==> src/rtl/hazard_ctrl_pkg.sv <==
// Shared definitions for the pipeline hazard controller.
package hazard_ctrl_pkg;

  // Default pipeline depth; this is also the default StallBus width.
  localparam int STAGES_DEF = 6;
  localparam int STALL_W_DEF = STAGES_DEF;

  typedef enum logic [1:0] {
    RUN    = 2'd0,
    TSTALL = 2'd1,
    FLUSH  = 2'd2
  } hz_state_e;

  // Registered redirect issued to the front end.
  typedef struct packed {
    logic        flush;
    logic [31:0] pc;
  } redirect_t;

  // Width of one stage index; at least one bit for a single-stage pipe.
  function automatic int sw_of(input int stages);
    return (stages > 1) ? $clog2(stages) : 1;
  endfunction

endpackage

==> src/rtl/hazard_ctrl_thermo_mask.sv <==
// Stage index to thermometer freeze mask: bits [idx:0] set.
// Indices beyond the last stage naturally saturate to all-ones.
module thermo_mask #(
  parameter int STAGES = 6,
  parameter int SW     = 3
) (
  input  logic [SW-1:0]     idx,
  output logic [STAGES-1:0] mask
);

  // Stage i is frozen when it is at or below the requested index.
  always_comb begin
    mask = '0;
    for (int i = 0; i < STAGES; i++) mask[i] = (i <= int'(idx));
  end

endmodule

==> src/rtl/hazard_ctrl.sv <==
// Pipeline hazard controller: merges combinational stall requests,
// sequences multi-cycle timed stalls and issues registered flush pulses.
module hazard_ctrl
  import hazard_ctrl_pkg::*;
#(
  parameter int STAGES = STAGES_DEF,
  parameter int NREQ   = 4,
  parameter int CNT_W  = 8
) (
  input  logic                           clk,
  input  logic                           rst,
  input  logic [NREQ-1:0]                req_valid,
  input  logic [NREQ*sw_of(STAGES)-1:0]  req_stage,
  input  logic                           timed_req,
  input  logic [sw_of(STAGES)-1:0]       timed_stage,
  input  logic [CNT_W-1:0]               timed_cycles,
  input  logic                           flush_req,
  input  logic [31:0]                    flush_pc,
  output logic [STAGES-1:0]              stall,
  output logic                           flush,
  output logic [31:0]                    new_pc,
  output logic                           busy,
  output logic [31:0]                    stall_cycles
);

  localparam int SW = sw_of(STAGES);

  hz_state_e                   state, state_nxt;
  logic [CNT_W-1:0]            cnt, cnt_nxt;
  logic [NREQ-1:0][STAGES-1:0] req_mask;
  logic [STAGES-1:0]           req_or, timed_mask, timed_mask_q, stall_raw;
  logic                        timed_acc;
  redirect_t                   redir_q;

  for (genvar g = 0; g < NREQ; g++) begin : g_req
    thermo_mask #(.STAGES(STAGES), .SW(SW)) u_mask (
      .idx  (req_stage[g*SW +: SW]),
      .mask (req_mask[g])
    );
  end

  thermo_mask #(.STAGES(STAGES), .SW(SW)) u_timed_mask (
    .idx  (timed_stage),
    .mask (timed_mask)
  );

  // OR of the masks of all valid requesters.
  always_comb begin
    req_or = '0;
    for (int i = 0; i < NREQ; i++)
      if (req_valid[i]) req_or = req_or | req_mask[i];
  end

  // A timed stall is only taken from RUN, and a same-cycle flush drops it.
  assign timed_acc = (state == RUN) && timed_req && !flush_req &&
                     (timed_cycles != '0);

  // Next state and countdown. cnt holds the timed-stall cycles still owed
  // after the request cycle; the last TSTALL cycle is the one with cnt==1.
  always_comb begin
    state_nxt = state;
    cnt_nxt   = cnt;
    case (state)
      RUN: begin
        if (flush_req) begin
          state_nxt = FLUSH;
        end else if (timed_acc) begin
          cnt_nxt   = timed_cycles - CNT_W'(1);
          state_nxt = (timed_cycles == CNT_W'(1)) ? RUN : TSTALL;
        end
      end
      TSTALL: begin
        if (flush_req) begin
          state_nxt = FLUSH;
          cnt_nxt   = '0;
        end else if (cnt <= CNT_W'(1)) begin
          state_nxt = RUN;
          cnt_nxt   = '0;
        end else begin
          cnt_nxt = cnt - CNT_W'(1);
        end
      end
      FLUSH:   state_nxt = flush_req ? FLUSH : RUN;
      default: state_nxt = RUN;
    endcase
  end

  // Freeze vector: nothing is held in the redirect cycle or under reset.
  always_comb begin
    stall_raw = req_or;
    if (state == TSTALL) stall_raw = stall_raw | timed_mask_q;
    if (timed_acc)       stall_raw = stall_raw | timed_mask;
    if (state == FLUSH)  stall_raw = '0;
  end

  assign stall  = rst ? '0 : stall_raw;
  assign busy   = !rst && ((state == TSTALL) || timed_acc);
  assign flush  = redir_q.flush;
  assign new_pc = redir_q.pc;

  // State, countdown, latched timed mask and redirect registers.
  always_ff @(posedge clk or posedge rst) begin
    if (rst) begin
      state        <= RUN;
      cnt          <= '0;
      timed_mask_q <= '0;
      redir_q      <= '0;
    end else begin
      state         <= state_nxt;
      cnt           <= cnt_nxt;
      redir_q.flush <= (state_nxt == FLUSH);
      if (timed_acc) timed_mask_q <= timed_mask;
      if (flush_req) redir_q.pc   <= flush_pc;
    end
  end

  // Saturating count of cycles in which any stage was frozen.
  always_ff @(posedge clk or posedge rst) begin
    if (rst)
      stall_cycles <= '0;
    else if ((stall != '0) && !(&stall_cycles))
      stall_cycles <= stall_cycles + 32'd1;
  end

endmodule

==> config.mk <==
export PLATFORM = sky130hd
export DESIGN_NAME = hazard_ctrl
export DESIGN_NICKNAME = d
export VERILOG_FILES = /design/src/rtl/hazard_ctrl_pkg.sv /design/src/rtl/hazard_ctrl_thermo_mask.sv /design/src/rtl/hazard_ctrl.sv
export SDC_FILE = /design/constraint.sdc
export NUM_CORES = 1
export LEC_CHECK = 0
export BUFFER_PORTS_ARGS = -buffer_cell sky130_fd_sc_hd__buf_2
export CORE_MARGIN = 5
export CORE_UTILIZATION = 46
export CTS_CLUSTER_DIAMETER = 50
export DETAILED_ROUTE_END_ITERATION = 8
export PLACE_DENSITY_LB_ADDON = 0.1
export SYNTH_ARGS = -nofsm -noshare
export SYNTH_HDL_FRONTEND = slang
export SYNTH_SLANG_ARGS = --single-unit
export TNS_END_PERCENT = 1
==> constraint.sdc <==
create_clock -name clk -period 2.5 [get_ports clk]
set_clock_uncertainty 0.2 [all_clocks]
set_input_delay 0.25 -clock clk [delete_from_list [all_inputs] [get_ports clk]]
set_output_delay 0.25 -clock clk [all_outputs]
set_load 0.02 [all_outputs]
* Word level (Yosys, flattened, before mapping)
Index checks and enable logic that the tools add are counted.
Storage, ports and cells: bits in registers 81, input port bits 63, output and inout port bits 72
Cells by class: $add $sub $neg 3, magnitude comparators 26, eq/ne operators 6, multiplexer cells 20, bitwise logic cells 5, reduce and logical (&&, ||, !) cells 15
Operators with widths (number):
- $mux W6 | 8
- $add A32 B1 Y32 const B | 1
- $mux W8 | 4
- $reduce_and A32 Y1 | 1
- $le A2 B3 Y1 const A | 10
- $le A3 B3 Y1 const A | 10
- $or A6 B6 Y6 | 5
- $pmux W8 S2 | 1
- $sub A8 B1 Y8 const B | 2
- $le A1 B3 Y1 const A | 5
- $mux W2 | 5
- $eq A8 B1 Y1 const B | 1
- $le A8 B1 Y1 const B | 1
- $reduce_bool A8 Y1 | 1
- $pmux W2 S3 | 1
- $reduce_bool A6 Y1 | 1
- $logic_and A1 B1 Y1 | 5
- $eq A2 B2 Y1 const B | 2
- $ne A2 B2 Y1 const B | 2
- $logic_not A1 Y1 | 3
- $reduce_and A3 Y1 | 1
- $eq A2 B1 Y1 const B | 1
- $logic_not A2 Y1 | 1
- $reduce_bool A2 Y1 | 1
- other kinds (2) | 2

* Longest topological paths before layout
Gate-level depths: netlist of the first run.
depth in word-level cells 16, depth in mapped cells 11

* Cells and area by module
Synthesis of the first run repeated with hierarchy kept, for this count alone.
Unflattened totals: cells, all modules 395, area total of the unflattened synthesis 4275.4 µm²
Modules (own cells, without submodules):
- hazard_ctrl | times used 1, cells each 360, area an instance 4056.4 µm²
- thermo_mask | times used 5, cells each 7, area an instance 43.8 µm²

* Worst setup path after synthesis of the first run
Ideal clock, no wire load.
path type flip-flop to flip-flop, start point register stall_cycles[0], end point register stall_cycles[4], data arrival time 2334 ps, setup slack -167 ps, stages on the path, launching flop included 10, path through dfrtp_1 -> ha_1 -> and2_1 -> clkbuf_1 -> nand4_2 -> or4_4 -> and3_1 -> buf_6 -> and3_1 -> xor2_1
On the way: longest elaborated chain between the ends 3
RTL lines:
- from (decl) | line hazard_ctrl.sv:23 | output logic [31:0] stall_cycles
- from (signal assigned) | line hazard_ctrl.sv:122 | stall_cycles <= stall_cycles + 32'd1;
- parallel branches: the longest is 3 deep, another holds $add A32 B1 Y32
Parallel ways; which one is timed is not known. A chain may end at the register's enable or synchronous reset.

* Worst setup path after layout of the first run
start point register state[0], end point output port stall[0]
On the way: longest elaborated chain between the ends 7
RTL lines:
- from (decl) | line hazard_ctrl.sv:28 | hz_state_e state, state_nxt;
- from (signal assigned) | line hazard_ctrl.sv:109 | state <= state_nxt;
- parallel branches: the longest is 5 deep, another holds $mux W6
- $mux W6 (*) | line hazard_ctrl.sv:93 | if (state == FLUSH) stall_raw = '0;
- $mux W6 (*) | line hazard_ctrl.sv:96 | assign stall = rst ? '0 : stall_raw;
- to (decl) | line hazard_ctrl.sv:19 | output logic [STAGES-1:0] stall,
Every way passes the cells marked *.

==> results.yml, run 1 <==
yosys:
  synth_edf_count: 0
  netlist_area_um2: 4000
  ys_top_cells_by_count: "dfrtp_1 (81), mux2_2 (34), xnor2_1 (27)"
  synth_fa_ha_area_frac: 0.0188
  yosys_warnings: 0
  synth_cell_types: 49
  synth_area_leaders: "dfrtp_1 (51%), mux2_2 (9.6%), xnor2_1 (5.9%)"
  synthMuxAreaShare: 0.0984
  ys_seq_area_frac: 0.506
  synthXorXnorAreaFrac: 0.0809
  synth-simple-area-share: 0.164
  synth_top_family_by_area: "simple AND/OR/NAND/NOR gates"
  synth_top_area_cell: "dfrtp_1"
  synthFlopType: "dfrtp_1"
  yosysMostFrequentCell: "dfrtp_1"
  synthCells: 368
  async_reset_ff_frac: 1.00
  yosysTopAreaCellShare: 0.506
  synth_compound_area_frac: 0.0931
  syn_area_per_cell_um2: 10.9
  ys_seq_elements: 81
  synthesis.nets: 437
clocking:
  cts.sinks: 81
  cts_tree: "done"
  cts_root_buffer: "clkbuf_8"
  cts_buffers: 9
  clkSlewWorstSetupHoldPaths_ns: 0.09
  cts_buffer_depth: 2
  htreeDepth: 3
  worst_skew_pair.late_latency_ns: 0.34
layout:
  finish.utilization: 0.675
  fillers: 696
  n_antenna_cell: 0
  area_growth_pct: 44.8
  final_nets: 646
  layout-drive-gt1-share: 0.438
  multiInputGateArea_um2: 1900
  area.sequential_um2: 2030
timing:
  final-setup-viol-count: 1
  hold_viol: 1
  period_share: 1.00
  whs_ns: -0.0100
  tightest_slew_ns: 0.886
  setup_ws_ns: -0.00916
  drv_slew: 0
  worst_slew_margin_rel: 0.408
  fmax_mhz: 399
  finalCriticalPeriod_ns: 2.51
  setup_tns_ns: -0.00916
  rsz0062_at_grt: "yes"
critical_path:
  worst-path-buf-inv: 3
  end_kind: "output port"
  crit_family: "simple AND/OR/NAND/NOR gates"
  r2r_slack_ns: 0.03
  worst-setup-path-type: "reg -> out"
  worstPathArrival_ns: 2.06
  slowest_delay_ns: 0.53
  worstPathMaxFanout: 10
  cp-start-kind: "register"
  cp_cell_sequence: "or4b_4 -> a31oi_4 -> buf_4 -> buf_6 -> nor2b_1 -> nor2_1 -> buf_4"
  crit_slowest_cell: "or4b_4"
  cp_common_cell: "buf_4"
  critPathRequiredTime_ns: 2.05
detailed_routing:
  dr_total_vias: 3627
  drc_errors: 0
  routedWlPerCell_um: 15.7
  via_per_inst: 5.26
  drt_iter0_markers: 106
  ant_nets: 0
  dr.pass1.iters: 4
  wl_um: 10800
pwr:
  p_per_area_nw_per_um2: 623
  seq_power_share: 0.436
  p_sw_frac: 0.311
  power.total_w: 0.00361
  irDropWorstVdd_uv: 277
  intPower_w: 0.00249
  clkPwrFrac: 0.301
  pwr-share-comb: 0.263
  power.leakage_nw: 2.84
  power_switching_w: 0.00112
run:
  max-cap-violations: 0
die:
  start_util: 0.466
  io_pins: 135
  fp.dieH_um: 103
  core_area_um2: 8590
  num_rows: 34
  die_w_um: 103
  die_area_um2: 10700
grt:
  grt_start_max_net_pins: 40
  grt_antenna_before_repair: 0
  grt_usage: 0.206
  grt_pass1_vias: 3620
  grt_overflow: 0
  grt_pass1_wl_um: 17200
run_status:
  violations: "hold timing, setup timing"
  status: "complete, but fails checks"
place:
  port_buffers: 134
  pre_cts_ws_ns: -0.139
  place_congestion: 0.857
  dp_hpwl_um: 7690
hold_path:
  hp-class: "in -> reg"
[final timing paths]
| check | end | cells after the start | start |
|---|---|---|---|
| setup / recovery | stall[0] | 7 | state[0] |
| hold / removal | timed_mask_q[2] | 3 | timed_stage[1] |
| setup reg to reg | stall_cycles[21] | 9 | state[0] |
| hold reg to reg | timed_mask_q[0] | 1 | timed_mask_q[0] |
| max in group asynchronous | new_pc[11] | 4 | rst |
| min in group asynchronous | timed_mask_q[0] | 3 | rst |
[worst register-to-register path, stage by stage (launching register included)]
cell	delay, ns
dfrtp_1	0.39
or4b_4	0.53
a31oi_4	0.20
buf_6	0.14
a221oi_2	0.07
nand4_2	0.14
and3_4	0.25
clkbuf_16	0.16
nand4_1	0.11
xnor2_1	0.15
[stage by stage]
stage	instances	area (um2)
floorplan	368	4010
global placement	635	5060
detailed placement	635	5060
CTS	685	5660
global route	690	5800
finish	690	5800
[placed cells by master (no fill, tap or decap), drive strengths merged, types with 2 or more instances in the layout]
cell	instances
nor3b	2
or3	2
nand3	16
o21ai	18
a21boi	2
nor4	6
ha	6
dlygate4sd3	33
a21oi	10
o211ai	7
nor2	25
nand2	19
xnor2	27
bufinv	2
or4	3
clkinv	4
buf	180
a31oi	2
and4	3
dfrtp	81
a21o	2
o22ai	2
inv	14
nand4	17
nor3	6
clkbuf	12
xor2	10
nor2b	3
and3	13
mux2	35
a22oi	6
[power by group through the flow]
stage               combinational, W  sequential, W  clock, W
detailed placement          0.000866        0.00160         0
floorplan                   0.000375        0.00172         0
CTS                         0.000915        0.00157   0.00111
global route                 0.00105        0.00160   0.00116
finish                      0.000951        0.00158   0.00109
global placement            0.000850        0.00159         0
[per-layer routing]
metal	track usage	part of all wire	wire length, um	vias up
li1	-	-	-	1747
met1	0.272	0.44	4730	1715
met2	0.345	0.47	5110	146
met3	0.0315	0.071	769	19
met4	0.0727	0.018	197	0
met5	0	0	0	-
[timing repair]
| action | CTS | global route |
|---|---|---|
| hold buffers | 33 | 0 |
| pin swaps | 0 | 11 |
| setup buffers | 1 | 3 |
| setup endpoints to repair | 10 | 35 |
| resized for setup | 8 | 17 |
| cloned | 0 | 2 |
| endpoints found under the hold margin | 69 | 0 |
[flip-flops by register name, indices dropped and copies added, names as in the netlist]
register and cells:
new_pc 32, stall_cycles 32, cnt 8, timed_mask_q 6, state 2, flush 1
[cell type report]
cell class              count  share of cell area
repair buffers            215               0.249
well taps                 108              0.0233
inverters                  15              0.0104
clock inverters             6              0.0158
multi-input cells         255               0.328
flip-flops and latches     81               0.350
clock buffers              10              0.0237
[cell families (layout without fill, tap and decap cells)]
| logic type | after synthesis | in the layout |
|---|---|---|
| AO/OA/AOI/OAI | 57 | 57 |
| XOR/XNOR | 37 | 37 |
| adder cells (fa/ha/maj) | 6 | 6 |
| buffers and inverters | 32 | 246 |
| flip-flops | 81 | 81 |
| multiplexers | 35 | 35 |
| AND/OR/NAND/NOR | 120 | 120 |
(Power assumes the default switching activity.)
==> inputs of run 2 (changes only) <==
--- a/config.mk
+++ b/config.mk
@@ -11,6 +11,7 @@
 export CTS_CLUSTER_DIAMETER = 50
 export DETAILED_ROUTE_END_ITERATION = 8
 export PLACE_DENSITY_LB_ADDON = 0.1
+export SKIP_CTS_REPAIR_TIMING = 1
 export SYNTH_ARGS = -nofsm -noshare
 export SYNTH_HDL_FRONTEND = slang
 export SYNTH_SLANG_ARGS = --single-unit
==> run 2 against run 1 <==
  * The flow now finishes without violations
  * Non-clock buffer count shrank 1
  * Utilization shrank 0.23 points
  * Clock power hardly changed
  * Sequential cell count did not move
  * Hold slack better by 0.011 ns
  * Count of clock-buffer cells in the layout did not move
  * Global-route usage shrank 1.3 points
  * Largest cell class unchanged
==> results.yml, run 2 (synthesis gave the netlist of run 1 again) <==
pwr:
  p_per_area_nw_per_um2: 625
  power.total_w: 0.00361
  power.leakage_nw: 2.84
  irDropWorstVdd_uv: 282
grt:
  grt_pass1_vias: 3407
  grt_antenna_before_repair: 0
  grt_pass1_wl_um: 16200
  grt_start_max_net_pins: 40
  grt_overflow: 0
  grt_usage: 0.192
layout:
  n_antenna_cell: 0
  area_growth_pct: 44.3
  mostFrequentLayoutCell: "buf_2"
  fillers: 694
  final_nets: 645
  finalNonFillerCells: 689
  fin_area_um2: 5780
  layout-drive-gt1-share: 0.439
  mostFrequentLayoutCells: "buf_2 (131), dfrtp_1 (80), buf_4 (44)"
critical_path:
  worst-setup-path-type: "reg -> out"
  cp-start-kind: "register"
  cp_cell_sequence: "or4b_4 -> a31oi_4 -> buf_4 -> nor2_2 -> nor2_1 -> buf_2"
  crit_slowest_cell: "or4b_4"
  slowest_delay_ns: 0.53
  worstPathArrival_ns: 2.03
  end_kind: "output port"
  worst-path-buf-inv: 2
  worstPathMaxFanout: 11
  crit_family: "simple AND/OR/NAND/NOR gates"
  critPathRequiredTime_ns: 2.05
place:
  dp_hpwl_um: 7690
  pre_cts_ws_ns: -0.139
  port_buffers: 134
  dpl_cell_area_um2: 5060
  place_congestion: 0.857
  dp.cells: 635
timing:
  drv_slew: 0
  final-setup-viol-count: 0
  rsz0062_at_grt: "yes"
  setup_ws_ns: 0.0212
  finalCriticalPeriod_ns: 2.48
  hold_viol: 0
  worst_slew_margin_rel: 0.410
  fmax_mhz: 403
  tightest_slew_ns: 0.883
  period_share: 0.992
clocking:
  cts_buffer_depth: 2
  cts_buffers: 9
  clkSlewWorstSetupHoldPaths_ns: 0.09
  cts_root_buffer: "clkbuf_8"
  cts_tree: "done"
  cts.sinks: 81
  htreeDepth: 3
  worst_skew_pair.late_latency_ns: 0.34
die:
  io_pins: 135
  core_area_um2: 8590
  num_rows: 34
  die_w_um: 103
  start_util: 0.466
  die_area_um2: 10700
  fp.dieH_um: 103
detailed_routing:
  drt_iter0_markers: 88
  dr_total_vias: 3596
  drc_errors: 0
  dr.pass1.iters: 5
  wl_um: 10800
  routedWlPerCell_um: 15.7
  via_per_inst: 5.22
  ant_nets: 0
run_status:
  status: "complete, no violations"
run:
  max-cap-violations: 0
hold_path:
  hp-class: "in -> reg"
==> run 2: layout make-up <==
type / count / area [um2] / area share
Inverter: 15 / 60.1 / 0.0104
Multi-Input combinational cell: 255 / 1900 / 0.328
Timing Repair Buffer: 214 / 1430 / 0.247
Tap cell: 108 / 135 / 0.0234
Sequential cell: 81 / 2030 / 0.351
Clock buffer: 10 / 138 / 0.0238
Clock inverter: 6 / 91.3 / 0.0158
==> run 2: per-layer routing <==
layer  global-route usage  wire [um]  vias to the layer above
met5                    0          0                        -
met3               0.0309        814                       15
met2                0.309       5100                      141
met1                0.264       4710                     1702
li1                     -          -                     1738
met4               0.0687        191                        0
==> run 2: worst paths after layout <==
path	start	end	slack (ns)	cells past startpoint
setup / recovery	state[0]	busy	0.02	6
hold / removal	timed_stage[1]	timed_mask_q[2]	0.001	3
setup reg to reg	state[0]	stall_cycles[21]	0.04	9
hold reg to reg	timed_mask_q[0]	timed_mask_q[0]	0.30	1
max in group asynchronous	rst	new_pc[11]	0.97	4
min in group asynchronous	rst	stall_cycles[9]	0.47	3
==> run 2: where the power goes <==
| group | switching [W] | internal [W] | total, W | leakage (nW) |
|---|---|---|---|---|
| logic | 0.000526 | 0.000425 | 0.000951 | 1.71 |
| registers | 0.000106 | 0.00147 | 0.00157 | 1.01 |
| clock network | 0.000493 | 0.000594 | 0.00109 | 0.116 |
==> run 2: stage by stage <==
step	setup TNS, ns	util	hold WS, ns
final	0	0.672	0.00133
after CTS	-0.798	0.615	-0.0857
after floorplan	-2.50	-	0.198
after global routing	-0.700	0.672	0.0388
after detailed placement	-0.513	0.588	0.269
after global placement	-0.150	0.588	0.272
==> run 2: worst reg2reg max path, cell delays in order, from the launching register on <==
cell and delay (ns):
dfrtp_1 0.38, or4b_4 0.53, a31oi_4 0.21, buf_6 0.14, a221oi_2 0.07, nand4_2 0.14, and3_4 0.25, clkbuf_16 0.16
nand4_1 0.11, xnor2_1 0.15
